## src/rtl/pic_pkg.sv

```systemverilog
// rtl/pic_pkg.sv - shared state encoding and ICW bit positions for the 8259 init path
package pic_pkg;

    typedef enum logic [2:0] {
        ST_UNINIT    = 3'd0,
        ST_WAIT_ICW2 = 3'd1,
        ST_WAIT_ICW3 = 3'd2,
        ST_WAIT_ICW4 = 3'd3,
        ST_READY     = 3'd4
    } icw_state_t;

    localparam int ICW1_IC4  = 0;
    localparam int ICW1_SNGL = 1;
    localparam int ICW1_LTIM = 3;

    localparam int ICW4_UPM  = 0;
    localparam int ICW4_AEOI = 1;
    localparam int ICW4_MS   = 2;
    localparam int ICW4_BUF  = 3;
    localparam int ICW4_SFNM = 4;

endpackage

```

## src/rtl/pic_strobe_commit.sv

```systemverilog
// rtl/pic_strobe_commit.sv - registers a write strobe, captures the bus while high, flags the falling edge
module pic_strobe_commit (
    input  logic       clk,
    input  logic       rst_n,
    input  logic       strobe,
    input  logic [7:0] bus,
    output logic       commit,
    output logic [7:0] data
);

    logic       s_q;
    logic       blocked;
    logic [7:0] hold;

    // A strobe already high while reset is asserted stays blocked until it drops,
    // so releasing reset mid-pulse never produces a commit.
    always_ff @(posedge clk) begin
        if (!rst_n) begin
            s_q     <= 1'b0;
            hold    <= 8'h00;
            blocked <= strobe;
        end else begin
            if (!strobe) begin
                blocked <= 1'b0;
            end
            s_q <= strobe & ~blocked;
            if (strobe && !blocked) begin
                hold <= bus;
            end
        end
    end

    assign commit = s_q & ~strobe;
    assign data   = hold;

endmodule

```

## src/rtl/icw_init_sequencer.sv

```systemverilog
// rtl/icw_init_sequencer.sv - 8259 ICW1..ICW4 initialisation sequencer and configuration registers
module icw_init_sequencer
    import pic_pkg::*;
#(
    parameter logic [4:0] VEC_BASE_RST = 5'd0,
    parameter logic [7:0] CASCADE_RST  = 8'h00
) (
    input  logic       clk,
    input  logic       rst_n,
    input  logic       write_ICW_1,
    input  logic       write_ICW2_4,
    input  logic [7:0] internal_bus,
    output logic       init_busy,
    output logic       init_done,
    output logic       icw1_pulse,
    output logic       level_trigger,
    output logic       single_mode,
    output logic [4:0] vector_base,
    output logic [7:0] cascade_cfg,
    output logic       upm,
    output logic       aeoi,
    output logic       buf_master,
    output logic       buffered,
    output logic       sfnm
);

    logic       c1_commit;
    logic [7:0] c1_data;
    logic       c24_commit;
    logic [7:0] c24_data;
    logic       ic4;
    icw_state_t state;

    pic_strobe_commit u_icw1_commit (
        .clk    (clk),
        .rst_n  (rst_n),
        .strobe (write_ICW_1),
        .bus    (internal_bus),
        .commit (c1_commit),
        .data   (c1_data)
    );

    pic_strobe_commit u_icw24_commit (
        .clk    (clk),
        .rst_n  (rst_n),
        .strobe (write_ICW2_4),
        .bus    (internal_bus),
        .commit (c24_commit),
        .data   (c24_data)
    );

    logic unused_icw1_bits;
    assign unused_icw1_bits = ^{c1_data[7:4], c1_data[2]};

    always_ff @(posedge clk) begin
        if (!rst_n) begin
            state         <= ST_UNINIT;
            ic4           <= 1'b0;
            level_trigger <= 1'b0;
            single_mode   <= 1'b0;
            vector_base   <= VEC_BASE_RST;
            cascade_cfg   <= CASCADE_RST;
            upm           <= 1'b0;
            aeoi          <= 1'b0;
            buf_master    <= 1'b0;
            buffered      <= 1'b0;
            sfnm          <= 1'b0;
            icw1_pulse    <= 1'b0;
            init_done     <= 1'b0;
        end else begin
            icw1_pulse <= 1'b0;
            // ICW1 restarts from any state and shadows a coincident ICW2_4 commit.
            if (c1_commit) begin
                level_trigger <= c1_data[ICW1_LTIM];
                single_mode   <= c1_data[ICW1_SNGL];
                ic4           <= c1_data[ICW1_IC4];
                upm           <= 1'b0;
                aeoi          <= 1'b0;
                buf_master    <= 1'b0;
                buffered      <= 1'b0;
                sfnm          <= 1'b0;
                icw1_pulse    <= 1'b1;
                init_done     <= 1'b0;
                state         <= ST_WAIT_ICW2;
            end else if (c24_commit) begin
                case (state)
                    ST_WAIT_ICW2: begin
                        vector_base <= c24_data[7:3];
                        if (!single_mode) begin
                            state <= ST_WAIT_ICW3;
                        end else if (ic4) begin
                            state <= ST_WAIT_ICW4;
                        end else begin
                            state     <= ST_READY;
                            init_done <= 1'b1;
                        end
                    end
                    ST_WAIT_ICW3: begin
                        cascade_cfg <= c24_data;
                        if (ic4) begin
                            state <= ST_WAIT_ICW4;
                        end else begin
                            state     <= ST_READY;
                            init_done <= 1'b1;
                        end
                    end
                    ST_WAIT_ICW4: begin
                        upm        <= c24_data[ICW4_UPM];
                        aeoi       <= c24_data[ICW4_AEOI];
                        buf_master <= c24_data[ICW4_MS];
                        buffered   <= c24_data[ICW4_BUF];
                        sfnm       <= c24_data[ICW4_SFNM];
                        state      <= ST_READY;
                        init_done  <= 1'b1;
                    end
                    default: ;
                endcase
            end
        end
    end

    assign init_busy = (state == ST_WAIT_ICW2) || (state == ST_WAIT_ICW3) || (state == ST_WAIT_ICW4);

endmodule

```

## config.mk

```make
export PLATFORM = sky130hd
export DESIGN_NAME = icw_init_sequencer
export DESIGN_NICKNAME = d
export VERILOG_FILES = /design/src/rtl/pic_pkg.sv /design/src/rtl/pic_strobe_commit.sv /design/src/rtl/icw_init_sequencer.sv
export SDC_FILE = /design/constraint.sdc
export NUM_CORES = 1
export LEC_CHECK = 0
export CORE_ASPECT_RATIO = 1.2
export CORE_MARGIN = 2
export CORE_UTILIZATION = 45
export CTS_BUF_LIST = sky130_fd_sc_hd__clkbuf_16
export DETAILED_ROUTE_END_ITERATION = 10
export PLACE_DENSITY = 0.75
export SLEW_MARGIN = 40
export SYNTH_ARGS = -nofsm -noshare
export SYNTH_HDL_FRONTEND = slang
export SYNTH_SLANG_ARGS = --single-unit
```

## constraint.sdc

```tcl
create_clock -name clk -period 1.22 [get_ports clk]
set_input_delay 0.366 -clock clk [delete_from_list [all_inputs] [get_ports clk]]
set_output_delay 0.366 -clock clk [all_outputs]
set_load 0.01 [all_outputs]
```

==> flow_metrics.py, run 1 <==
metrics = {
    "outcome": {
        "outcome": "finished with violations",
        "violations": "setup timing",
    },
    "floorplanning": {
        "start_util": 0.465,
        "die_h_um": 70.5,
        "die_x_um": 59.5,
        "core_area_um2": 3570,
        "pin_count": 35,
        "row_count": 24,
        "dieArea_um2": 4190,
    },
    "detailed_routing": {
        "drc_errors": 0,
        "drtIter0Drc": 24,
        "postRouteAntennaNets": 0,
        "vias": 1349,
        "viasPerCell": 5.19,
        "dr.pass1.iters": 4,
        "routedWlPerCell_um": 14.5,
        "routed_wl_um": 3780,
    },
    "setup_path": {
        "critPathLaunchType": "flop",
        "worstPathArrival_ns": 1.52,
        "crit_fanout": 5,
        "cp-end-kind": "flop",
        "slowest_delay_ns": 0.33,
        "worst_path_most_repeated_cell": "buf_6",
        "setup.worst_path.class": "reg2reg",
        "path_cells": "buf_6 -> and4bb_2 -> nor3b_4 -> buf_6 -> mux2i_1",
        "cp_num_buf_inv": 2,
        "crit_slowest_cell": "dfxtp_2",
        "cp.required_ns": 1.42,
        "path_delay_family": "simple AND/OR/NAND/NOR gates",
    },
    "synth": {
        "synthCells": 166,
        "synth_most_common_cell": "dfxtp_1",
        "avgSynthCellArea_um2": 10.0,
        "synthFlopType": "dfxtp_1",
        "yosysUniqueCellTypes": 23,
        "synth-async-reset-ratio": 0,
        "yosysTopAreaCell": "dfxtp_1",
        "synth_fp_nets": 178,
        "synth.top_cells.by_count": "dfxtp_1, nand2_1, mux2i_1",
        "ys_warn_count": 0,
        "netlist_area_um2": 1660,
        "synth_edf_count": 2,
        "synth.area.top_cells": "dfxtp_1, mux2i_1, nor2b_1",
        "synth_seq_cells": 41,
        "ys_seq_area_frac": 0.506,
        "synth_top_cell_area_share": 0.470,
    },
    "sta": {
        "final-setup-viol-count": 19,
        "final-max-slew-violation-count": 0,
        "rsz0062_at_grt": "true",
        "setup_tns_ns": -1.04,
        "hold_viol_final": 0,
        "max_slew_margin": 0.866,
        "max_freq_ghz": 0.757,
        "layout_setup_ws_ns": -0.100,
        "skew_ns": 0.00198,
        "worst_pin_slew_ns": 0.201,
        "period_share": 1.08,
        "hold_ws_ns": 0.446,
        "min_period_ns": 1.32,
    },
    "placement": {
        "placed_cell_area_um2": 2160,
        "gp_congestion": 0.742,
        "dp_hpwl_um": 2440,
        "place_ws_ns": -0.598,
        "portBuffers": 34,
        "dp.cells": 245,
    },
    "global_route": {
        "grt_max_degree": 27,
        "grt_pass1_vias": 1399,
        "antenna_found_initial": 0,
        "track_usage": 0.202,
        "overflow": 0,
        "grt_pass1_wl_um": 6240,
    },
    "pwr": {
        "totalPowerFinal_mw": 2.87,
        "power_density_nw_per_um2": 1230,
        "p_sw_mw": 0.611,
        "leakagePower_nw": 0.926,
        "switching_share": 0.213,
        "combinationalPowerShare": 0.083,
        "p_clk_frac": 0.425,
        "internal-power_mw": 2.25,
        "seqPwrFrac": 0.492,
        "ir_drop_mv": 0.743,
    },
    "clock_network": {
        "clk_pin_slew_ns": 0.06,
        "cts_made_buffers": 5,
        "cts_sinks": 41,
        "hold_buffers": 0,
        "clk_path_buf_depth": 2,
        "cts_root_buffer": "clkbuf_16",
        "insertion_delay_ns": 0.28,
        "cts_tree": "yes",
        "h-tree-depth": 2,
    },
    "layout": {
        "final_core_util": 0.652,
        "syn_to_final_growth_pct": 40.3,
        "num_antenna_cells": 0,
        "design_area_um2": 2330,
        "instances_no_fill": 260,
        "finalNetCount": 232,
        "drive_above_1_share": 0.312,
    },
    "run": {
        "maxCapViolations": 0,
    },
    "min_path": {
        "hp-class": "reg2reg",
    },
}
-- power by group through the flow --
stage	registers, mW	logic [mW]	clock network (mW)
detailed placement	1.44	0.213	0
CTS	1.41	0.232	1.23
global placement	1.44	0.207	0
finish	1.41	0.239	1.22
floorplan	1.44	0.115	0
global route	1.42	0.259	1.29
-- metal layers --
metal,GRT usage,up-vias,routed length (um)
met5,0,-,0
met4,0.0934,0,100
met3,0.0530,12,174
met2,0.348,33,1960
met1,0.225,643,1540
li1,-,661,-
-- state kept, by name, summed over array words and instances, names as in the netlist --
signal,flops
vector_base,5
aeoi,1
state,3
ic4,1
u_icw1_commit.data,3
u_icw24_commit.data,8
upm,1
u_icw24_commit.s_q,1
icw1_pulse,1
u_icw1_commit.blocked,1
init_done,1
cascade_cfg,8
sfnm,1
level_trigger,1
u_icw1_commit.s_q,1
u_icw24_commit.blocked,1
buf_master,1
buffered,1
single_mode,1
-- worst reg2reg max path: stages (launching register included) --
cell,delay (ns)
dfxtp_2,0.33
buf_6,0.10
and4bb_2,0.26
nor3b_4,0.20
buf_6,0.15
mux2i_1,0.19
-- cells in the final DEF, fill, tap and decap left out, types with 2 or more instances in the layout --
cell type and instances:
nor2_1 5, nor3b_2 2, dfxtp_1 32, clkdlybuf4s15_2 4
clkbuf_16 5, inv_1 4, a21boi_0 3, clkdlybuf4s50_1 8
a21oi_1 2, buf_4 16, edfxtp_1 2, buf_12 2
nand3_1 10, dfxtp_2 7, buf_2 8, nand2_1 31
clkbuf_2 11, buf_6 4, mux2i_1 29, nor2b_1 17
dlygate4sd2_1 2
-- logic make-up after synthesis --
| group | after synthesis | synth area share |
|---|---|---|
| and+or+nand+nor | 76 | 0.255 |
| DFF | 41 | 0.506 |
| muxes | 29 | 0.175 |
| buffers and inverters | 12 | 0.0294 |
| AOI/OAI and AO/OA | 8 | 0.0339 |
-- path summary, 6_finish.rpt --
path	depth (start not counted)	endpoint	slack, ns	startpoint
hold / removal	2	init_done	0.45	init_done
hold reg to reg	2	init_done	0.45	init_done
setup reg to reg	5	vector_base[1]	-0.10	state[0]
setup / recovery	5	vector_base[1]	-0.10	state[0]
-- layout make-up --
| cell class | instances | area [um^2] |
|---|---|---|
| Clock buffer | 5 | 125 |
| Fill cell | 295 | 1240 |
| Inverter | 2 | 7.51 |
| Tap cell | 39 | 48.8 |
| Clock inverter | 3 | 11.3 |
| Sequential cell | 41 | 850 |
| Timing Repair Buffer | 57 | 485 |
| Multi-Input combinational cell | 113 | 802 |
-- what timing repair did --
action	4_1_cts	5_1_grt
gates cloned	1	0
setup buffers	4	2
gates resized for setup	74	26
pin swaps	2	1
endpoints found under the setup margin	59	47
Note: power is estimated with default switching activity, not from simulation.
==> run 2, diff against run 1 <==
Settings changed: ABC_AREA set to 1, CORE_UTILIZATION 45 to 44, MAX_ROUTING_LAYER set to met4, PLACE_DENSITY 0.75 to 0.74.
==> run 2 against run 1 <==
Against the previous run: the flow still finishes with violations (setup timing); cell count is 8.5% higher; clock-buffer cell count unchanged; clock skew up 0.0034 ns; worst hold slack worse by 0.025 ns; final area shrank 6.3%; maximum frequency up 2.9%; non-clock buffer count decreased by 7; first-iteration DRC count rose by 83%; synthesized cell count is 14% higher; critical path type is now reg2out; critical endpoint is now init_busy.
==> flow_metrics.py, run 2 <==
metrics = {
    "outcome": {
        "outcome": "finished with violations",
        "violations": "setup timing",
    },
    "global_route": {
        "gr-usage-met3": 0.0522,
        "grt.busiest_layer": "met2",
        "grt_pass1_wl_um": 5770,
        "overflow": 0,
        "track_usage": 0.203,
        "grt_pass1_vias": 1319,
        "grt_max_degree": 21,
        "antenna_found_initial": 0,
        "use_met1": 0.224,
        "grtUsageMet2": 0.339,
    },
    "synth": {
        "synth_most_common_cell": "nor2_1",
        "ys_seq_area_frac": 0.547,
        "avgSynthCellArea_um2": 8.14,
        "synthFlopType": "dfxtp_1",
        "synth_top_cell_area_share": 0.508,
        "synth_edf_count": 2,
        "synth_fp_nets": 201,
        "ys_warn_count": 0,
        "synthCells": 189,
        "yosysUniqueCellTypes": 22,
        "synth.top_cells.by_count": "nor2_1, dfxtp_1, o21ai_0",
        "synth-async-reset-ratio": 0,
        "synth.area.top_cells": "dfxtp_1, nor2_1, o21ai_0",
        "synth_seq_cells": 41,
        "yosysTopAreaCell": "dfxtp_1",
        "netlist_area_um2": 1540,
    },
    "clock_network": {
        "clk_path_buf_depth": 2,
        "cts_tree": "yes",
        "cts_root_buffer": "clkbuf_16",
        "hold_buffers": 0,
        "clk_pin_slew_ns": 0.06,
        "cts_made_buffers": 5,
        "insertion_delay_ns": 0.28,
        "h-tree-depth": 2,
        "cts_sinks": 41,
    },
    "sta": {
        "rsz0062_at_grt": "true",
        "worst_pin_slew_ns": 0.263,
        "skew_ns": 0.00540,
        "period_share": 1.05,
        "final-setup-viol-count": 1,
        "layout_setup_ws_ns": -0.0628,
        "min_period_ns": 1.28,
        "hold_ws_ns": 0.421,
        "max_freq_ghz": 0.780,
        "max_slew_margin": 0.823,
        "hold_viol_final": 0,
        "final-max-slew-violation-count": 0,
    },
    "layout": {
        "syn_to_final_growth_pct": 42.0,
        "fillers": 290,
        "multi_input_area_um2": 679,
        "regArea_um2": 846,
        "mostFrequentLayoutCells": "nor2_1, dfxtp_1, o21ai_0, nand2_1, buf_4",
        "num_antenna_cells": 0,
        "final_common_cell": "nor2_1",
        "drive_above_1_share": 0.327,
        "instances_no_fill": 282,
        "finalNetCount": 256,
    },
    "setup_path": {
        "slowest_delay_ns": 0.32,
        "crit_slowest_cell": "dfxtp_2",
        "crit_fanout": 4,
        "cp.required_ns": 0.85,
        "setup.worst_path.class": "reg2out",
        "critPathLaunchType": "flop",
        "cp-end-kind": "output pin",
        "worst_path_most_repeated_cell": "nand2_2",
        "worstPathArrival_ns": 0.92,
        "path_cells": "inv_4 -> nand2_2 -> nand2_2 -> buf_6",
    },
    "pwr": {
        "leakagePower_nw": 0.974,
        "power_density_nw_per_um2": 1320,
        "ir_drop_mv": 1.20,
    },
    "floorplanning": {
        "dieArea_um2": 3990,
        "die_x_um": 58.0,
        "die_h_um": 68.8,
        "row_count": 23,
        "start_util": 0.461,
        "pin_count": 35,
        "core_area_um2": 3340,
    },
    "placement": {
        "dp.cells": 273,
        "gp_congestion": 0.810,
        "portBuffers": 34,
        "dp_hpwl_um": 2430,
    },
    "run": {
        "maxCapViolations": 0,
    },
    "detailed_routing": {
        "drtIter0Drc": 44,
        "postRouteAntennaNets": 0,
        "routedWlPerCell_um": 12.3,
        "drc_errors": 0,
        "dr.pass1.iters": 4,
        "viasPerCell": 4.88,
        "vias": 1376,
        "routed_wl_um": 3480,
    },
    "min_path": {
        "hp-class": "reg2reg",
    },
}
## run 2: final timing paths
check                           slack (ns)                   from  depth (start not counted)                end
worst max register to register        0.06               state[2]                          7     cascade_cfg[5]
worst min register to register        0.42  u_icw1_commit.blocked                          1  u_icw1_commit.s_q
worst max-delay path                 -0.06               state[2]                          4          init_busy
worst min-delay path                  0.42  u_icw1_commit.blocked                          1  u_icw1_commit.s_q
## run 2: what timing repair did
action,4_1_cts,5_1_grt
cloned,1,0
setup buffers,0,0
setup endpoints to repair,55,48
pin swaps,2,6
resized for setup,72,38
## run 2: area by class of cell
cell class / instances / share of cell area
Sequential cell: 41 / 0.387
Multi-Input combinational cell: 129 / 0.311
Timing Repair Buffer: 50 / 0.184
Clock buffer: 5 / 0.0573
Inverter: 17 / 0.0327
Tap cell: 37 / 0.0212
Clock inverter: 3 / 0.00630
## run 2: cell families after synthesis
group | after synthesis | synth area share
AOI/OAI and AO/OA | 40 | 0.141
buffers and inverters | 20 | 0.0553
DFF | 41 | 0.547
and+or+nand+nor | 88 | 0.257
## run 2: per-layer routing
layer  up-vias  wire (um)
met5         -          0
met4         0         93
met3         9        137
met2        31       1720
met1       627       1520
li1        709          -
## run 2: where the power goes
| part | switching, mW | total, mW | internal (mW) | leakage [nW] |
|---|---|---|---|---|
| registers | 0.0339 | 1.43 | 1.40 | 0.340 |
| logic | 0.114 | 0.217 | 0.103 | 0.559 |
| clock network | 0.501 | 1.24 | 0.742 | 0.0748 |
| total | 0.648 | 2.89 | 2.24 | 0.974 |
## run 2: worst max-delay path: cells and delay by family, from the launching register on
kind                   cells  cell delay [ns]
buffers and inverters      2             0.17
DFF                        1             0.32
and+or+nand+nor            2             0.13
## run 2: stage by stage
| step | power [mW] | area, um^2 | worst slack (ns) | utilization | setup TNS [ns] |
|---|---|---|---|---|---|
| after floorplan | 1.55 | 1540 | 0.156 | - | 0 |
| after global placement | 1.66 | 2040 | -0.375 | 0.611 | -12.88 |
| after detailed placement | 1.66 | 2040 | -0.399 | 0.611 | -13.37 |
| after CTS | 2.90 | 2210 | -0.0768 | 0.662 | -0.0768 |
| after global routing | 2.99 | 2180 | -0.0940 | 0.654 | -0.106 |
| final | 2.89 | 2180 | -0.0628 | 0.654 | -0.0628 |
==> variant, RTL diff (settings of run 2) <==
The 5 states of `icw_state_t` get a one-hot encoding in 5 bits.
--- a/src/rtl/pic_pkg.sv
+++ b/src/rtl/pic_pkg.sv
@@ -3,8 +3,8 @@
 
-    typedef enum logic [2:0] {
-        ST_UNINIT    = 3'd0,
-        ST_WAIT_ICW2 = 3'd1,
-        ST_WAIT_ICW3 = 3'd2,
-        ST_WAIT_ICW4 = 3'd3,
-        ST_READY     = 3'd4
+    typedef enum logic [4:0] {
+        ST_UNINIT    = 5'b00001,
+        ST_WAIT_ICW2 = 5'b00010,
+        ST_WAIT_ICW3 = 5'b00100,
+        ST_WAIT_ICW4 = 5'b01000,
+        ST_READY     = 5'b10000
     } icw_state_t;
Behaviour: same outputs for any inputs over 10 cycles, from zero or initial values and one cycle with rst_n low; not proved beyond that.
==> variant against run 2 <==
The flow still finishes with violations (setup timing). Synthesized area increased by 3.4%. Critical path depth up 1. Final cell count grew 8.2%. Design area grew 11%. Wire length rose by 18%. Die area up 3.2%. Global-route usage up 2.3 points. Power up 13%. Sequential cell count is 2 higher. Sequential power up 5%. Setup slack lost 190 ps. Hold slack better by 19 ps. Highest routed layer unchanged.
==> variant: results (changes against run 2) <==
The flow ran to the end, but the final reports show violations. Failing checks: setup timing (unchanged). The tools report the clock root buffer as sky130_fd_sc_hd__clkbuf_16 (unchanged).

The run gives 0.554 (was 0.547) as the sequential area share after synthesis. The first element of the critical path is state[3] (was state[2]). The logs give 1489 (was 1376) for the via count and 31 (was 21) for the pin count of the biggest net entering global routing. The tools report the amount of wire on met3 after detailed routing as 167 um (was 137 um).

Synthesized netlist net count: 214 (was 201). Synth top area cells: sky130_fd_sc_hd__dfxtp_1 (52%), sky130_fd_sc_hd__nor2_1 (16%), sky130_fd_sc_hd__o21ai_0 (9.8%) (was sky130_fd_sc_hd__dfxtp_1 (51%), sky130_fd_sc_hd__nor2_1 (12%), sky130_fd_sc_hd__o21ai_0 (8.5%)). The via count normalized by instance count works out to 4.88 (about the same).

The tools report the number of cells produced by synthesis as 202 (was 189). The tools report the worst setup slack before clock tree synthesis as -502 ps (was -399 ps). The met2 wire length was 2260 um (was 1720 um).

The share of total power consumed by net switching was 0.216 (was 0.224). The final sum of negative setup slack is -1060 ps (was -62.8 ps). The tools report the net total in the final layout as 279 (was 256).

The initial antenna violation count is 0 (unchanged). The logs give 0.816 (was 0.810) for the routability congestion estimate from global placement and 1630 um (was 1520 um) for the wire length on met1. The share of cells above drive strength 1 is 0.414 (was 0.327), and the final worst setup slack is -254 ps (was -62.8 ps).

The slew at the pin closest to its max-slew limit was 257 ps (was 263 ps); the maximum VDD drop was 1130 uV (was 1200 uV). The arrival time reported for the critical path endpoint came out at 1110 ps (was 920 ps). For the detailed placer's ending HPWL, the log shows 2610 um (was 2430 um).

The top cell type's share of synthesized area was 0.516 (was 0.508). The setup slack of the worst register-to-register path came out at -110 ps (was 60 ps). The violation count after the first detailed-route iteration came out at 34 (was 44). The total global-route track usage was 0.226 (was 0.203). Ranking of synthesized cells by instance count: sky130_fd_sc_hd__nor2_1 (66), sky130_fd_sc_hd__dfxtp_1 (41), sky130_fd_sc_hd__o21ai_0 (31) (was sky130_fd_sc_hd__nor2_1 (48), sky130_fd_sc_hd__dfxtp_1 (39), sky130_fd_sc_hd__o21ai_0 (26)). The global-route wire length before repair came out at 6770 um (was 5770 um).

The tools report the placed cell count as 289 (was 273). The depth of the worst register-to-register path is 8 (was 7). The logs give 0.060 (was 0.075) for the share of total power in combinational logic and 20 (was 22) for the number of distinct library cells after synthesis. The clock-pin slew reported for the worst setup and hold paths after clock tree synthesis is 60 ps (about the same), and the worst clock skew is 6.14 ps (was 5.40 ps).

The sum of internal, switching and leakage power was 0.00326 W (was 0.00289 W); the clock group power was 0.00157 W (was 0.00124 W). The terminus of the critical flop-to-flop path is cascade_cfg[4] (was cascade_cfg[5]). First-pass iteration count of the detailed router: 4 (unchanged).

Class of the tightest hold or removal check: flip-flop to flip-flop (unchanged). The logs give 13 (was 1) for the total of endpoints with negative setup slack in the final report and 4120 um (was 3480 um) for the post-detailed-routing wire length. The leakage component of the power is 1.13 nW (was 0.974 nW). Post-place instance area: 2110 um2 (was 2040 um2).
-- variant: changes by cell type after synthesis, sizes merged --
cell,change
nand3,+2
o21ai,+6
and2,-1
or2,-1
dfxtp,+2
nor2,+19
a22o,+1
clkinv,-1
a21oi,-7
nand4,+2
inv,+7
nand2,-16
-- variant: how the worst min path moves through the flow --
stage                                    to  slack (ps)  cells past startpoint
after floorplan           u_icw1_commit.s_q         410                      1
after global placement    u_icw1_commit.s_q         430                      1
after detailed placement  u_icw1_commit.s_q         430                      1
after CTS                 u_icw1_commit.s_q         440                      1
after global routing              init_done         460                      2
final                     u_icw1_commit.s_q         440                      1
-- variant: cell type report --
cell class,instances,area (um2)
clock buffers,7,175
clock inverters,1,7.51
inverters,23,93.8
well taps,37,46.3
fillers,278,973
repair buffers,61,478
multi-input cells,133,717
flip-flops and latches,43,905
-- variant: cells by family (layout without fill, tap and decap cells) --
group / count (synthesis) / after routing / share of synthesized area
and+or+nand+nor: 93 / 93 / 0.254
DFF: 43 / 43 / 0.554
AOI/OAI and AO/OA: 40 / 40 / 0.129
buffers and inverters: 26 / 92 / 0.0629
-- variant: routing by layer --
metal	vias to the layer above	GRT usage
li1	771	-
met1	679	0.247
met2	33	0.373
met3	6	0.0667
met4	0	0.0985
met5	-	-
-- variant: timing repair --
action                     in CTS  in global routing
gates resized for setup       110                 43
pin swaps                      13                 14
hold endpoints to repair        0                  0
gates cloned                    1                  0
setup buffers                  10                  0
setup endpoints to repair      50                 45
hold buffers                    0                  0
-- variant: worst max-delay path, stage by stage (launching register included) --
cell and delay [ps]:
sky130_fd_sc_hd__dfxtp_4 390, sky130_fd_sc_hd__inv_2 50, sky130_fd_sc_hd__nor2_2 80, sky130_fd_sc_hd__nand3_2 90, sky130_fd_sc_hd__nand3_2 100, sky130_fd_sc_hd__buf_6 100
